--- src/rtl/alu_result_stage_if.sv ---
// Handshake bundle between the ALU, the result stage and the 32-bit datapath bus.
// master: the result stage (accepts ALU results, drives bus beats).
// slave : the surrounding environment (ALU producer plus bus consumer).
interface alu_result_stage_if #(
    parameter int BITS      = 32,
    parameter int SIG_COUNT = 13
);
    // ALU result side
    logic [SIG_COUNT-1:0] ctrl_signal;
    logic [2*BITS-1:0]    op_result;
    logic                 res_valid;
    logic                 res_ready;
    // Datapath bus side
    logic [BITS-1:0]      bus_data;
    logic                 bus_valid;
    logic                 bus_ready;
    logic                 bus_last;

    modport master (
        input  ctrl_signal,
        input  op_result,
        input  res_valid,
        output res_ready,
        output bus_data,
        output bus_valid,
        input  bus_ready,
        output bus_last
    );

    modport slave (
        output ctrl_signal,
        output op_result,
        output res_valid,
        input  res_ready,
        input  bus_data,
        input  bus_valid,
        output bus_ready,
        input  bus_last
    );
endinterface

--- src/rtl/alu_result_stage.sv ---
// alu_result_stage: captures the ALU's 2*BITS-wide result and serialises it onto
// the BITS-wide bus (one beat for narrow ops, low then high beat for MUL/DIV).
// Updates HI/LO when the last beat of a wide op is accepted.
// Optional feature macro: ALU_RESULT_BYPASS_EN -- accept the next result during
// the final beat so narrow results stream at one per cycle.
module alu_result_stage #(
    parameter int BITS      = 32,
    parameter int SIG_COUNT = 13,
    parameter int MUL_BIT   = 2,
    parameter int DIV_BIT   = 3
) (
    input  logic                  clk,
    input  logic                  clr,
    alu_result_stage_if.master    io,
    output logic [BITS-1:0]       hi_out,
    output logic [BITS-1:0]       lo_out,
    output logic                  op_err,
    output logic                  busy
);

`ifdef ALU_RESULT_BYPASS_EN
    localparam logic BYPASS = 1'b1;
`else
    localparam logic BYPASS = 1'b0;
`endif

    typedef enum logic [1:0] {
        IDLE     = 2'd0,
        DRIVE_LO = 2'd1,
        DRIVE_HI = 2'd2
    } state_t;

    // True when exactly one op-select bit is set.
    function automatic logic is_one_hot(input logic [SIG_COUNT-1:0] v);
        logic [SIG_COUNT-1:0] v_minus_one;
        v_minus_one = v - {{(SIG_COUNT-1){1'b0}}, 1'b1};
        return (v != {SIG_COUNT{1'b0}}) && ((v & v_minus_one) == {SIG_COUNT{1'b0}});
    endfunction

    state_t              state_r;
    state_t              next_state_s;
    logic [2*BITS-1:0]   z_r;
    logic [2*BITS-1:0]   z_next_s;
    logic                wide_r;
    logic                wide_next_s;
    logic [BITS-1:0]     hi_r;
    logic [BITS-1:0]     lo_r;
    logic                op_err_r;

    logic                res_ready_r;
    logic [BITS-1:0]     bus_data_r;
    logic                bus_valid_r;
    logic                bus_last_r;
    logic                busy_r;

    logic                res_ready_nx_s;
    logic [BITS-1:0]     bus_data_nx_s;
    logic                bus_valid_nx_s;
    logic                bus_last_nx_s;
    logic                busy_nx_s;

    logic                capture_s;
    logic                hi_done_s;

    // While a final beat is on the bus, a new result is only taken if that beat completes.
    assign capture_s = io.res_valid && res_ready_r && ((state_r == IDLE) || io.bus_ready);
    assign hi_done_s = (state_r == DRIVE_HI) && io.bus_ready;

    assign z_next_s    = capture_s ? io.op_result : z_r;
    assign wide_next_s = capture_s ? (io.ctrl_signal[MUL_BIT] | io.ctrl_signal[DIV_BIT]) : wide_r;

    // State register.
    always_ff @(posedge clk or posedge clr) begin
        if (clr) begin
            state_r <= IDLE;
        end else begin
            state_r <= next_state_s;
        end
    end

    // Next-state decode: advance on bus acceptance, optionally chain straight into a new capture.
    always_comb begin
        next_state_s = state_r;
        case (state_r)
            IDLE: begin
                if (capture_s) begin
                    next_state_s = DRIVE_LO;
                end else begin
                    next_state_s = IDLE;
                end
            end
            DRIVE_LO: begin
                if (!io.bus_ready) begin
                    next_state_s = DRIVE_LO;
                end else if (wide_r) begin
                    next_state_s = DRIVE_HI;
                end else if (capture_s) begin
                    next_state_s = DRIVE_LO;
                end else begin
                    next_state_s = IDLE;
                end
            end
            DRIVE_HI: begin
                if (!io.bus_ready) begin
                    next_state_s = DRIVE_HI;
                end else if (capture_s) begin
                    next_state_s = DRIVE_LO;
                end else begin
                    next_state_s = IDLE;
                end
            end
            default: begin
                next_state_s = IDLE;
            end
        endcase
    end

    // Output decode for the coming cycle, derived from the next state and next captured result.
    always_comb begin
        res_ready_nx_s = 1'b0;
        bus_data_nx_s  = {BITS{1'b0}};
        bus_valid_nx_s = 1'b0;
        bus_last_nx_s  = 1'b0;
        busy_nx_s      = 1'b0;
        case (next_state_s)
            IDLE: begin
                res_ready_nx_s = 1'b1;
            end
            DRIVE_LO: begin
                bus_valid_nx_s = 1'b1;
                bus_data_nx_s  = z_next_s[BITS-1:0];
                bus_last_nx_s  = !wide_next_s;
                res_ready_nx_s = BYPASS && !wide_next_s;
                busy_nx_s      = 1'b1;
            end
            DRIVE_HI: begin
                bus_valid_nx_s = 1'b1;
                bus_data_nx_s  = z_next_s[2*BITS-1:BITS];
                bus_last_nx_s  = 1'b1;
                res_ready_nx_s = BYPASS;
                busy_nx_s      = 1'b1;
            end
            default: begin
                res_ready_nx_s = 1'b0;
            end
        endcase
    end

    // Registered handshake/bus outputs; clr drops them at once so an aborted beat vanishes.
    always_ff @(posedge clk or posedge clr) begin
        if (clr) begin
            res_ready_r <= 1'b1;
            bus_data_r  <= {BITS{1'b0}};
            bus_valid_r <= 1'b0;
            bus_last_r  <= 1'b0;
            busy_r      <= 1'b0;
        end else begin
            res_ready_r <= res_ready_nx_s;
            bus_data_r  <= bus_data_nx_s;
            bus_valid_r <= bus_valid_nx_s;
            bus_last_r  <= bus_last_nx_s;
            busy_r      <= busy_nx_s;
        end
    end

    // Result capture, HI/LO commit on the final wide beat, and sticky op-select error.
    always_ff @(posedge clk or posedge clr) begin
        if (clr) begin
            z_r      <= {(2*BITS){1'b0}};
            wide_r   <= 1'b0;
            hi_r     <= {BITS{1'b0}};
            lo_r     <= {BITS{1'b0}};
            op_err_r <= 1'b0;
        end else begin
            z_r    <= z_next_s;
            wide_r <= wide_next_s;
            if (hi_done_s) begin
                hi_r <= z_r[2*BITS-1:BITS];
                lo_r <= z_r[BITS-1:0];
            end
            if (capture_s && !is_one_hot(io.ctrl_signal)) begin
                op_err_r <= 1'b1;
            end
        end
    end

    assign io.res_ready = res_ready_r;
    assign io.bus_data  = bus_data_r;
    assign io.bus_valid = bus_valid_r;
    assign io.bus_last  = bus_last_r;
    assign busy         = busy_r;
    assign hi_out       = hi_r;
    assign lo_out       = lo_r;
    assign op_err       = op_err_r;

endmodule

--- src/flat_wrapper.sv ---
// flat-port wrapper written by rule: the top's interface ports become plain ports
module alu_result_stage_flat 
#(
    parameter int BITS      = 32,
    parameter int SIG_COUNT = 13,
    parameter int MUL_BIT   = 2,
    parameter int DIV_BIT   = 3
)
  (clk, clr, hi_out, lo_out, op_err, busy, io_ctrl_signal, io_op_result, io_res_valid, io_res_ready, io_bus_data, io_bus_valid, io_bus_ready, io_bus_last);
  alu_result_stage_if #(.BITS(BITS), .SIG_COUNT(SIG_COUNT)) io_i ();
  input  logic clk;
  input  logic clr;
  output logic [BITS-1:0] hi_out;
  output logic [BITS-1:0] lo_out;
  output logic op_err;
  output logic busy;
  input wire logic [$bits(io_i.ctrl_signal)-1:0] io_ctrl_signal;
  input wire logic [$bits(io_i.op_result)-1:0] io_op_result;
  input wire logic [$bits(io_i.res_valid)-1:0] io_res_valid;
  output wire logic [$bits(io_i.res_ready)-1:0] io_res_ready;
  output wire logic [$bits(io_i.bus_data)-1:0] io_bus_data;
  output wire logic [$bits(io_i.bus_valid)-1:0] io_bus_valid;
  input wire logic [$bits(io_i.bus_ready)-1:0] io_bus_ready;
  output wire logic [$bits(io_i.bus_last)-1:0] io_bus_last;
  assign io_i.ctrl_signal = io_ctrl_signal;
  assign io_i.op_result = io_op_result;
  assign io_i.res_valid = io_res_valid;
  assign io_res_ready = io_i.res_ready;
  assign io_bus_data = io_i.bus_data;
  assign io_bus_valid = io_i.bus_valid;
  assign io_i.bus_ready = io_bus_ready;
  assign io_bus_last = io_i.bus_last;
  alu_result_stage #(.BITS(BITS), .SIG_COUNT(SIG_COUNT), .MUL_BIT(MUL_BIT), .DIV_BIT(DIV_BIT)) u_core (.clk(clk), .clr(clr), .io(io_i), .hi_out(hi_out), .lo_out(lo_out), .op_err(op_err), .busy(busy));
endmodule
--- config.mk ---
export PLATFORM = sky130hd
export DESIGN_NAME = alu_result_stage_flat
export DESIGN_NICKNAME = d
export VERILOG_FILES = /design/src/rtl/alu_result_stage_if.sv /design/src/rtl/alu_result_stage.sv /design/src/flat_wrapper.sv
export SDC_FILE = /design/constraint.sdc
export NUM_CORES = 1
export LEC_CHECK = 0
export CAP_MARGIN = 20
export CORE_ASPECT_RATIO = 0.5
export CORE_MARGIN = 3
export CORE_UTILIZATION = 35
export DETAILED_ROUTE_END_ITERATION = 12
export PLACE_DENSITY_LB_ADDON = 0.08
export SYNTH_ARGS = -nofsm -noshare
export SYNTH_HDL_FRONTEND = slang
export SYNTH_SLANG_ARGS = --single-unit
--- constraint.sdc ---
create_clock -name clk -period 10.4 [get_ports clk]
set_input_delay 1.04 -clock clk [delete_from_list [all_inputs] [get_ports clk]]
set_output_delay 1.04 -clock clk [all_outputs]
set_load 0.02 [all_outputs]
==> qor.yml, run 1 <==
cts_tree: "done"
drt_pre_antenna_iters: 4
hold_depth: 1
crit_arrival_ps: 3810
clock-sinks: 167
post-dp-hpwl_um: 10100
whs_endpoint: "u_core.lo_out[28]$_DFFE_PP0P_"
skew_ps: 9.91
drc_errors: 0
fmax_mhz: 285
p_leak_nw: 4.01
place_ws_ps: 6370
wl_per_cell_um: 18.1
crit_path_start_kind: "input port"
slowest_stage: "o21bai_4"
status: "complete, no violations"
finalSetupTns_ps: 0
grt_setup_unrepaired: "no"
grt_overflow: 0
worstRegToRegCells: 6
die_y_um: 105
place_congestion: 0.718
min_from: "u_core.lo_out[28]$_DFFE_PP0P_"
swShare_pct: 34.7
wl_um: 16000
diodes: 0
grt_use_total_pct: 15.7
synthesis.nets: 516
ant_nets: 0
power.switching_mw: 1.10
grt_pass1_vias: 4536
hold_buffers: 0
worstSetupPathType: "in2reg"
ios: 182
worstSetupEndpointType: "flop"
seq_area_frac_synth_pct: 61.4
std_cell_rows: 35
grt_pass1_wl_um: 25900
max_stage_delay_ps: 890
drtIter0Drc: 121
grt_max_degree: 96
timing.final.hold_violations: 0
synth_cells: 432
layout_setup_ws_ps: 6890
avgSynthCellArea_um2: 15.8
cts_buffers: 17
max-cap-violations: 0
synth_cell_type_count: 42
period_share_pct: 33.7
tightest_slew_ps: 1080
ctsResizeCount: 0
vias: 4076
syn_to_final_growth_pct: 38.9
min_path_type: "reg2reg"
rrSetupSlack_ps: 7570
period_needed_ps: 3510
vias_per_cell: 4.61
place_inst: 850
ys_warn_count: 0
clock_path_buffers: 2
final_common_cell: "clkdlybuf4s50_1"
cp_num_buf_inv: 2
core_area_um2: 18700
power.total_mw: 3.17
ys_ff_latch: 167
antenna_found_initial: 0
clk_latency_ps: 420
portBuffers: 181
pwr-share-seq_pct: 35.2
irDropWorstVdd_v: 0.000137
drv_slew: 0
critical_path.top_delay_family: "buffers and inverters"
layout_common_cells: "181 x clkdlybuf4s50_1, 166 x dfrtp_1, 100 x mux2_2, 34 x nor2b_1"
drive_gt1_share_pct: 32.2
dieArea_um2: 21300
dieWidth_um: 203
h-tree-depth: 4
setup_violations: 0
crit_fanout: 39
timing.rr.end: "u_core.io.bus_data[6]$_DFF_PP0_"
postCtsSetupBuffers: 0
clk_pin_slew_ps: 60
power_density_nw_per_um2: 335
finalNonFillerCells: 884
root_buffer: "clkbuf_16"
crit_required_ps: 10700
crit_chain: "clkdlybuf4s50_1 -> o21bai_4 -> buf_4 -> mux2_2 -> a22oi_2 -> nor2b_1"
fin_nets: 696
timing.rr.start: "u_core.state_r[1]$_DFF_PP0_"
syn-cell-area_um2: 6810
relSlewSlack_pct: 28.1
initial_core_util_pct: 36.3
pwr-share-clk_pct: 20.4
internal_power_mw: 2.07
combPwrFrac_pct: 44.5
==> worst max-delay path by stage <==
stage | startpoint | end | slack, ps | depth (start not counted)
6_report | io_bus_ready | u_core.io.bus_data[6]$_DFF_PP0_ | 6890 | 6
5_1_grt | io_bus_ready | u_core.io.bus_data[20]$_DFF_PP0_ | 6700 | 6
4_1_cts | io_bus_ready | u_core.io.bus_data[6]$_DFF_PP0_ | 6830 | 6
3_5_place_dp | io_bus_ready | u_core.io.bus_data[6]$_DFF_PP0_ | 6370 | 6
3_3_place_gp | io_bus_ready | u_core.io.bus_data[26]$_DFF_PP0_ | 6450 | 6
2_1_floorplan | clr | u_core.hi_out[0]$_DFFE_PP0P_ | 4840 | 1
==> worst register-to-register path, delay by kind of cell, from the launching register on <==
| family | cells | cell delay (ps) |
|---|---|---|
| AOI/OAI and AO/OA | 2 | 1010 |
| buffers and inverters | 1 | 690 |
| DFF | 1 | 450 |
| muxes | 1 | 430 |
| and+or+nand+nor | 2 | 140 |
==> area by class of cell <==
type | instances | area [um2]
Inverter | 4 | 20.0
Timing Repair Buffer | 186 | 1870
Clock buffer | 18 | 439
Sequential cell | 167 | 4180
Multi-Input combinational cell | 236 | 2460
Clock inverter | 14 | 161
Fill cell | 1698 | 9280
Tap cell | 259 | 324
==> flip-flops by register name, summed over array words and instances, names as in the netlist <==
name and count:
u_core.z_r 64, u_core.hi_out 32, u_core.io.bus_data 32, u_core.lo_out 32
u_core.state_r 2, u_core.io.bus_last 1, u_core.io.bus_valid 1, u_core.io.res_ready 1
u_core.op_err 1, u_core.wide_r 1
==> metrics by stage <==
| stage | hold WS, ps | area, um2 | util (%) |
|---|---|---|---|
| global placement | 479 | 8820 | 47.1 |
| CTS | 504 | 9420 | 50.3 |
| detailed placement | 486 | 8820 | 47.1 |
| finish | 503 | 9460 | 50.5 |
| global route | 510 | 9460 | 50.5 |
| floorplan | 475 | 6810 | - |
==> Yosys cell counts, drive strengths merged <==
cell type,instances,share of area (%)
o41a,1,0.17
o211ai,1,0.11
a2111oi,1,0.13
nand2,4,0.26
nor2,7,0.42
nor3,1,0.073
inv,4,0.22
nand3,1,0.073
mux2,128,23
a211oi,1,0.11
nand4b,2,0.26
nor4b,2,0.26
dfstp,1,0.39
clkbuf,6,0.37
a31oi,1,0.092
maj3,1,0.15
buf,19,2.0
a21oi,4,0.29
a22oi,32,5.5
dfrtp,166,61
xor2,1,0.13
o41ai,1,0.24
ha,3,0.55
nor4,2,0.40
nor2b,34,3.1
o22ai,1,0.092
nand2b,3,0.31
o21a,2,0.22
o21bai,2,0.39
==> kinds of logic (layout without fill, tap and decap cells) <==
| logic type | Yosys count | in the layout | synth area share (%) |
|---|---|---|---|
| AND/OR/NAND/NOR | 56 | 56 | 5.18 |
| multiplexers | 128 | 128 | 22.7 |
| XOR/XNOR | 1 | 1 | 0.129 |
| buffers and inverters | 29 | 222 | 2.61 |
| flip-flops | 167 | 167 | 61.4 |
| AO/OA/AOI/OAI | 47 | 47 | 7.35 |
| adder cells (fa/ha/maj) | 4 | 4 | 0.698 |
==> power by group through the flow <==
stage / Combinational, mW / Sequential, mW / Clock [mW]
floorplan: 0.653 / 1.32 / 0
global placement: 1.40 / 1.13 / 0
detailed placement: 1.42 / 1.13 / 0
CTS: 1.42 / 1.12 / 0.668
global route: 1.51 / 1.16 / 0.695
finish: 1.41 / 1.12 / 0.646
==> routing by layer <==
metal / global-route usage (%) / up-vias / wire (um)
met5: 0 / - / 0
met3: 5.29 / 4 / 917
met2: 24.3 / 80 / 7500
met4: 3.97 / 0 / 65
li1: - / 1903 / -
met1: 21.4 / 2089 / 7510
Note: power is estimated with default switching activity, not from simulation.
==> inputs of run 2 (changes only) <==
- clock period: 10.4 -> 3.05 ns (I/O delays scaled with it)
==> run 2 against run 1 <==
Power increased to 3.4 times the previous value. Clock skew increased by 1.9 ps. Register-to-register slack got worse by 6700 ps. Sequential share of layout area decreased by 0.60 points. Clock-buffer cell count increased by 1. Critical path depth increased by 1. Worst hold slack got worse by 180 ps. Clock power increased to 3.6 times the previous value. Global-route usage decreased by 0.57 points. Setup slack got worse by 6000 ps. Non-clock buffer count increased by 6. First-iteration DRC count decreased by 19%. Highest routed layer is now met5.
==> qor.yml, run 2 (synthesis results as in run 1) <==
crit_required_ps: 3390
layout_setup_ws_ps: 842
grt_overflow: 0
irDropWorstVdd_v: 0.000453
root_buffer: "clkbuf_16"
clk_pin_slew_ps: 60
vias: 4068
drc_errors: 0
std_cell_rows: 35
cp_num_buf_inv: 2
worstSetupEndpointType: "flop"
core_area_um2: 18700
max_stage_delay_ps: 610
min_path_type: "in2async"
portBuffers: 181
drtIter0Drc: 98
crit_top_cell: "nor2b_1"
drt_pre_antenna_iters: 4
clock_path_buffers: 2
period_needed_ps: 2210
ios: 182
power_density_nw_per_um2: 1140
top_register: "u_core.z_r"
drive_gt1_share_pct: 32.6
setup_violations: 0
timing.final.hold_violations: 0
vias_per_cell: 4.57
grt_max_degree: 73
place_inst: 857
status: "complete, no violations"
clock-sinks: 167
clk_latency_ps: 420
skew_ps: 11.8
h-tree-depth: 4
hold_buffers: 0
crit_fanout: 20
max-cap-violations: 0
drv_slew: 0
relSlewSlack_pct: 58.0
final_common_cell: "clkdlybuf4s50_1"
postCtsSetupBuffers: 0
final_util_pct: 51.2
p_leak_nw: 4.07
slowest_stage: "ha_1"
ctsResizeCount: 0
place_congestion: 0.735
initial_core_util_pct: 36.3
grt_pass1_wl_um: 24900
die_y_um: 105
finalSetupTns_ps: 0
period_share_pct: 72.4
grt_setup_unrepaired: "no"
largest_reg_flops: 64
fmax_mhz: 453
grt_use_total_pct: 15.2
grt_pass1_vias: 4434
place_ws_ps: 361
critical_path.top_delay_family: "buffers and inverters"
tightest_slew_ps: 628
wl_um: 15700
finalNonFillerCells: 890
crit_path_start_kind: "input port"
worstSetupPathType: "in2reg"
wl_per_cell_um: 17.6
syn_to_final_growth_pct: 40.8
fin_nets: 702
diodes: 0
layout_common_cells: "181 x clkdlybuf4s50_1, 166 x dfrtp_1, 100 x mux2_2, 34 x nor2b_1"
cts_buffers: 17
cts_tree: "done"
crit_chain: "clkdlybuf4s50_1 -> nor2b_1 -> nand3_1 -> o21a_1 -> ha_1 -> buf_4 -> nor2b_1"
dieWidth_um: 203
dieArea_um2: 21300
post-dp-hpwl_um: 10600
antenna_found_initial: 1
crit_arrival_ps: 2550
ant_nets: 0
[run 2: cell count changes in the layout (fill, tap and decap cells not counted), sizes merged]
cell,before,now
bufinv,2,4
buf,5,11
clkbuf,18,19
inv,11,6
clkinv,3,5
[run 2: path summary, 6_finish.rpt]
kind / start / to / slack (ps) / cells past startpoint
worst max register to register: u_core.io.res_ready$_DFF_PP1_ / u_core.io.bus_data[7]$_DFF_PP0_ / 860 / 7
min in group clk: u_core.z_r[40]$_DFF_PP0_ / u_core.hi_out[8]$_DFFE_PP0P_ / 490 / 1
max in group asynchronous: clr / u_core.hi_out[15]$_DFFE_PP0P_ / 1940 / 3
worst min-delay path: clr / u_core.hi_out[3]$_DFFE_PP0P_ / 320 / 2
worst max-delay path: io_bus_ready / u_core.io.bus_data[7]$_DFF_PP0_ / 840 / 7
worst min register to register: u_core.z_r[40]$_DFF_PP0_ / u_core.hi_out[8]$_DFFE_PP0P_ / 490 / 1
[run 2: layout make-up]
cell class / count / area (um2)
clock inverter: 13 / 194
multi-input combinational: 236 / 2460
timing repair buffer: 192 / 1970
tap: 259 / 324
inverter: 4 / 18.8
fill: 1672 / 9150
sequential: 167 / 4180
clock buffer: 19 / 443
[run 2: power breakdown]
part | leakage, nW | switching [mW] | total, mW | internal, mW
Clock | 0.309 | 0.910 | 2.32 | 1.41
Sequential | 2.06 | 0.509 | 3.80 | 3.29
Combinational | 1.70 | 2.27 | 4.81 | 2.54
Total | 4.07 | 3.69 | 10.9 | 7.24
[run 2: through the flow]
stage | cell area, um2 | total power, mW | hold WS [ps]
detailed placement | 8930 | 8.71 | 488
global placement | 8930 | 8.68 | 479
floorplan | 6810 | 6.73 | 443
finish | 9590 | 10.9 | 325
CTS | 9570 | 11.1 | 320
global route | 9590 | 11.6 | 349
[run 2: routing by layer]
layer | vias to the layer above | part of all wire (%) | routed length, um | track usage, %
li1 | 1904 | - | - | -
met1 | 2071 | 47 | 7300 | 20.4
met2 | 83 | 47 | 7310 | 23.1
met3 | 8 | 6.0 | 945 | 5.60
met4 | 2 | 0.54 | 85 | 4.27
met5 | - | 0.083 | 13 | 0
==> inputs of run 3 (changes only) <==
- clock period: 3.05 -> 1.8 ns (I/O delays scaled with it)
==> run 3 against run 2 <==
The flow now finishes with violations (setup timing). Wire length increased by 12%. Register-to-register slack got worse by 920 ps. Flip-flop and latch count stayed put. Core utilization grew 2.6 points. Power up 80%. Critical path depth up 1. Sequential share of layout area decreased by 2.1 points. Die area unchanged. Clock-buffer cell count increased by 2.
==> qor.yml, run 3 (synthesis results as in run 1) <==
dpl_cell_area_um2: 9160
h-tree-depth: 4
ios: 182
cts_tree: "done"
fmax_mhz: 538
relSlewSlack_pct: 76.9
drive_gt1_share_pct: 36.7
worstSetupEndpointType: "flop"
grt_setup_unrepaired: "yes"
drv_slew: 0
place_ws_ps: -274
vias_per_cell: 4.64
status: "finished with violations"
hold_buffers: 0
max-cap-violations: 0
wl_um: 17500
finalNonFillerCells: 916
layout_setup_ws_ps: -59.5
grt_pass1_wl_um: 26600
pwr-share-clk_pct: 19.0
crit_arrival_ps: 2160
cts_buffers: 17
fin_nets: 728
power.switching_mw: 6.64
grt_pass1_vias: 4563
drt_pre_antenna_iters: 6
portBuffers: 181
violations: "setup timing"
irDropWorstVdd_v: 0.000867
top_register: "u_core.z_r"
syn_to_final_growth_pct: 48.0
grt_max_degree: 62
vias: 4251
timing.final.hold_violations: 0
layout_common_cells: "180 x clkdlybuf4s50_1, 166 x dfrtp_1, 100 x mux2_2, 34 x nor2b_1, 32 x a22oi_2"
die_y_um: 105
final_area_um2: 10100
power_density_nw_per_um2: 1950
crit_fanout: 8
clock_path_buffers: 2
tightest_slew_ps: 338
place_congestion: 0.705
dieWidth_um: 203
setup_violations: 32
swShare_pct: 33.8
worstSetupPathType: "reg2reg"
post-dp-hpwl_um: 11200
clock-sinks: 167
drtIter0Drc: 70
final_common_cell: "clkdlybuf4s50_1"
internal_power_mw: 13.0
crit_required_ps: 2100
skew_ps: 9.00
pwr-share-seq_pct: 32.9
std_cell_rows: 35
combPwrFrac_pct: 48.1
root_buffer: "clkbuf_16"
grt_overflow: 0
p_leak_nw: 4.29
core_area_um2: 18700
ant_nets: 0
min_path_type: "in2async"
drc_errors: 0
initial_core_util_pct: 36.3
wl_per_cell_um: 19.1
grt_use_total_pct: 16.4
crit_path_start_kind: "flop"
antenna_found_initial: 1
period_share_pct: 103
largest_reg_flops: 64
period_needed_ps: 1860
place_inst: 873
power.total_mw: 19.6
dieArea_um2: 21300
clk_latency_ps: 420
diodes: 0
clk_pin_slew_ps: 60
run 3: cell count changes in the layout (fill, tap and decap cells not counted), sizes merged:
cell,delta
clkinvlp,+2
bufinv,-1
clkdlybuf4s50,-1
inv,-3
buf,+23
clkbuf,+5
dlygate4sd2,+1
run 3: through the flow:
stage | hold WS, ps | TNS (ps) | utilization (%)
2_1_floorplan | 318 | -84480 | -
3_3_place_gp | 480 | -6890 | 48.8
3_5_place_dp | 488 | -8840 | 48.8
4_1_cts | 56.2 | -1140 | 53.3
5_1_grt | 48.3 | -2970 | 53.8
6_report | 67.1 | -1040 | 53.8
run 3: layout make-up:
class | count | area, um2
Sequential cell | 167 | 4180
Tap cell | 259 | 324
Clock buffer | 21 | 460
Multi-Input combinational cell | 236 | 2530
Timing Repair Buffer | 218 | 2410
Fill cell | 1622 | 8670
Clock inverter | 11 | 149
Inverter | 4 | 21.3
run 3: final timing paths:
| check | cells after the start | startpoint | endpoint | slack, ps |
|---|---|---|---|---|
| worst max-delay path | 8 | u_core.io.res_ready$_DFF_PP1_ | u_core.io.bus_data[9]$_DFF_PP0_ | -60 |
| worst min-delay path | 2 | clr | u_core.lo_out[23]$_DFFE_PP0P_ | 70 |
| worst max register to register | 8 | u_core.io.res_ready$_DFF_PP1_ | u_core.io.bus_data[9]$_DFF_PP0_ | -60 |
| worst min register to register | 1 | u_core.z_r[34]$_DFF_PP0_ | u_core.hi_out[2]$_DFFE_PP0P_ | 490 |
| max in group asynchronous | 3 | clr | u_core.lo_out[29]$_DFFE_PP0P_ | 1140 |
| min in group clk | 2 | io_op_result[1] | u_core.z_r[1]$_DFF_PP0_ | 400 |
run 3: routing by layer:
metal | global-route usage, % | vias up | routed length [um]
met4 | 3.53 | 2 | 120
met1 | 22.1 | 2184 | 8280
li1 | - | 1963 | -
met3 | 6.29 | 11 | 1090
met2 | 25.4 | 91 | 8000
met5 | 0 | - | 13
run 3: what timing repair did:
action	in CTS	in global routing
pin swaps	9	2
gates resized for setup	18	1
cloned	4	3
endpoints found under the setup margin	34	33
buffers inserted	3	2
run 3: worst max-delay path, stage by stage (launching register included):
cell and delay [ps]:
dfstp_2 560, nand2_2 70, o21bai_4 190, buf_12 160, buf_16 150, buf_6 110
mux2_4 300, a22oi_2 140, nor2b_1 70
run 3: power by group through the flow:
stage               logic [mW]  registers (mW)  clock network, mW
floorplan                 4.05            7.63                  0
CTS                       9.48            6.49               3.84
global route              10.0            6.70               4.02
finish                    9.44            6.47               3.73
global placement          8.61            6.52                  0
detailed placement        8.67            6.53                  0
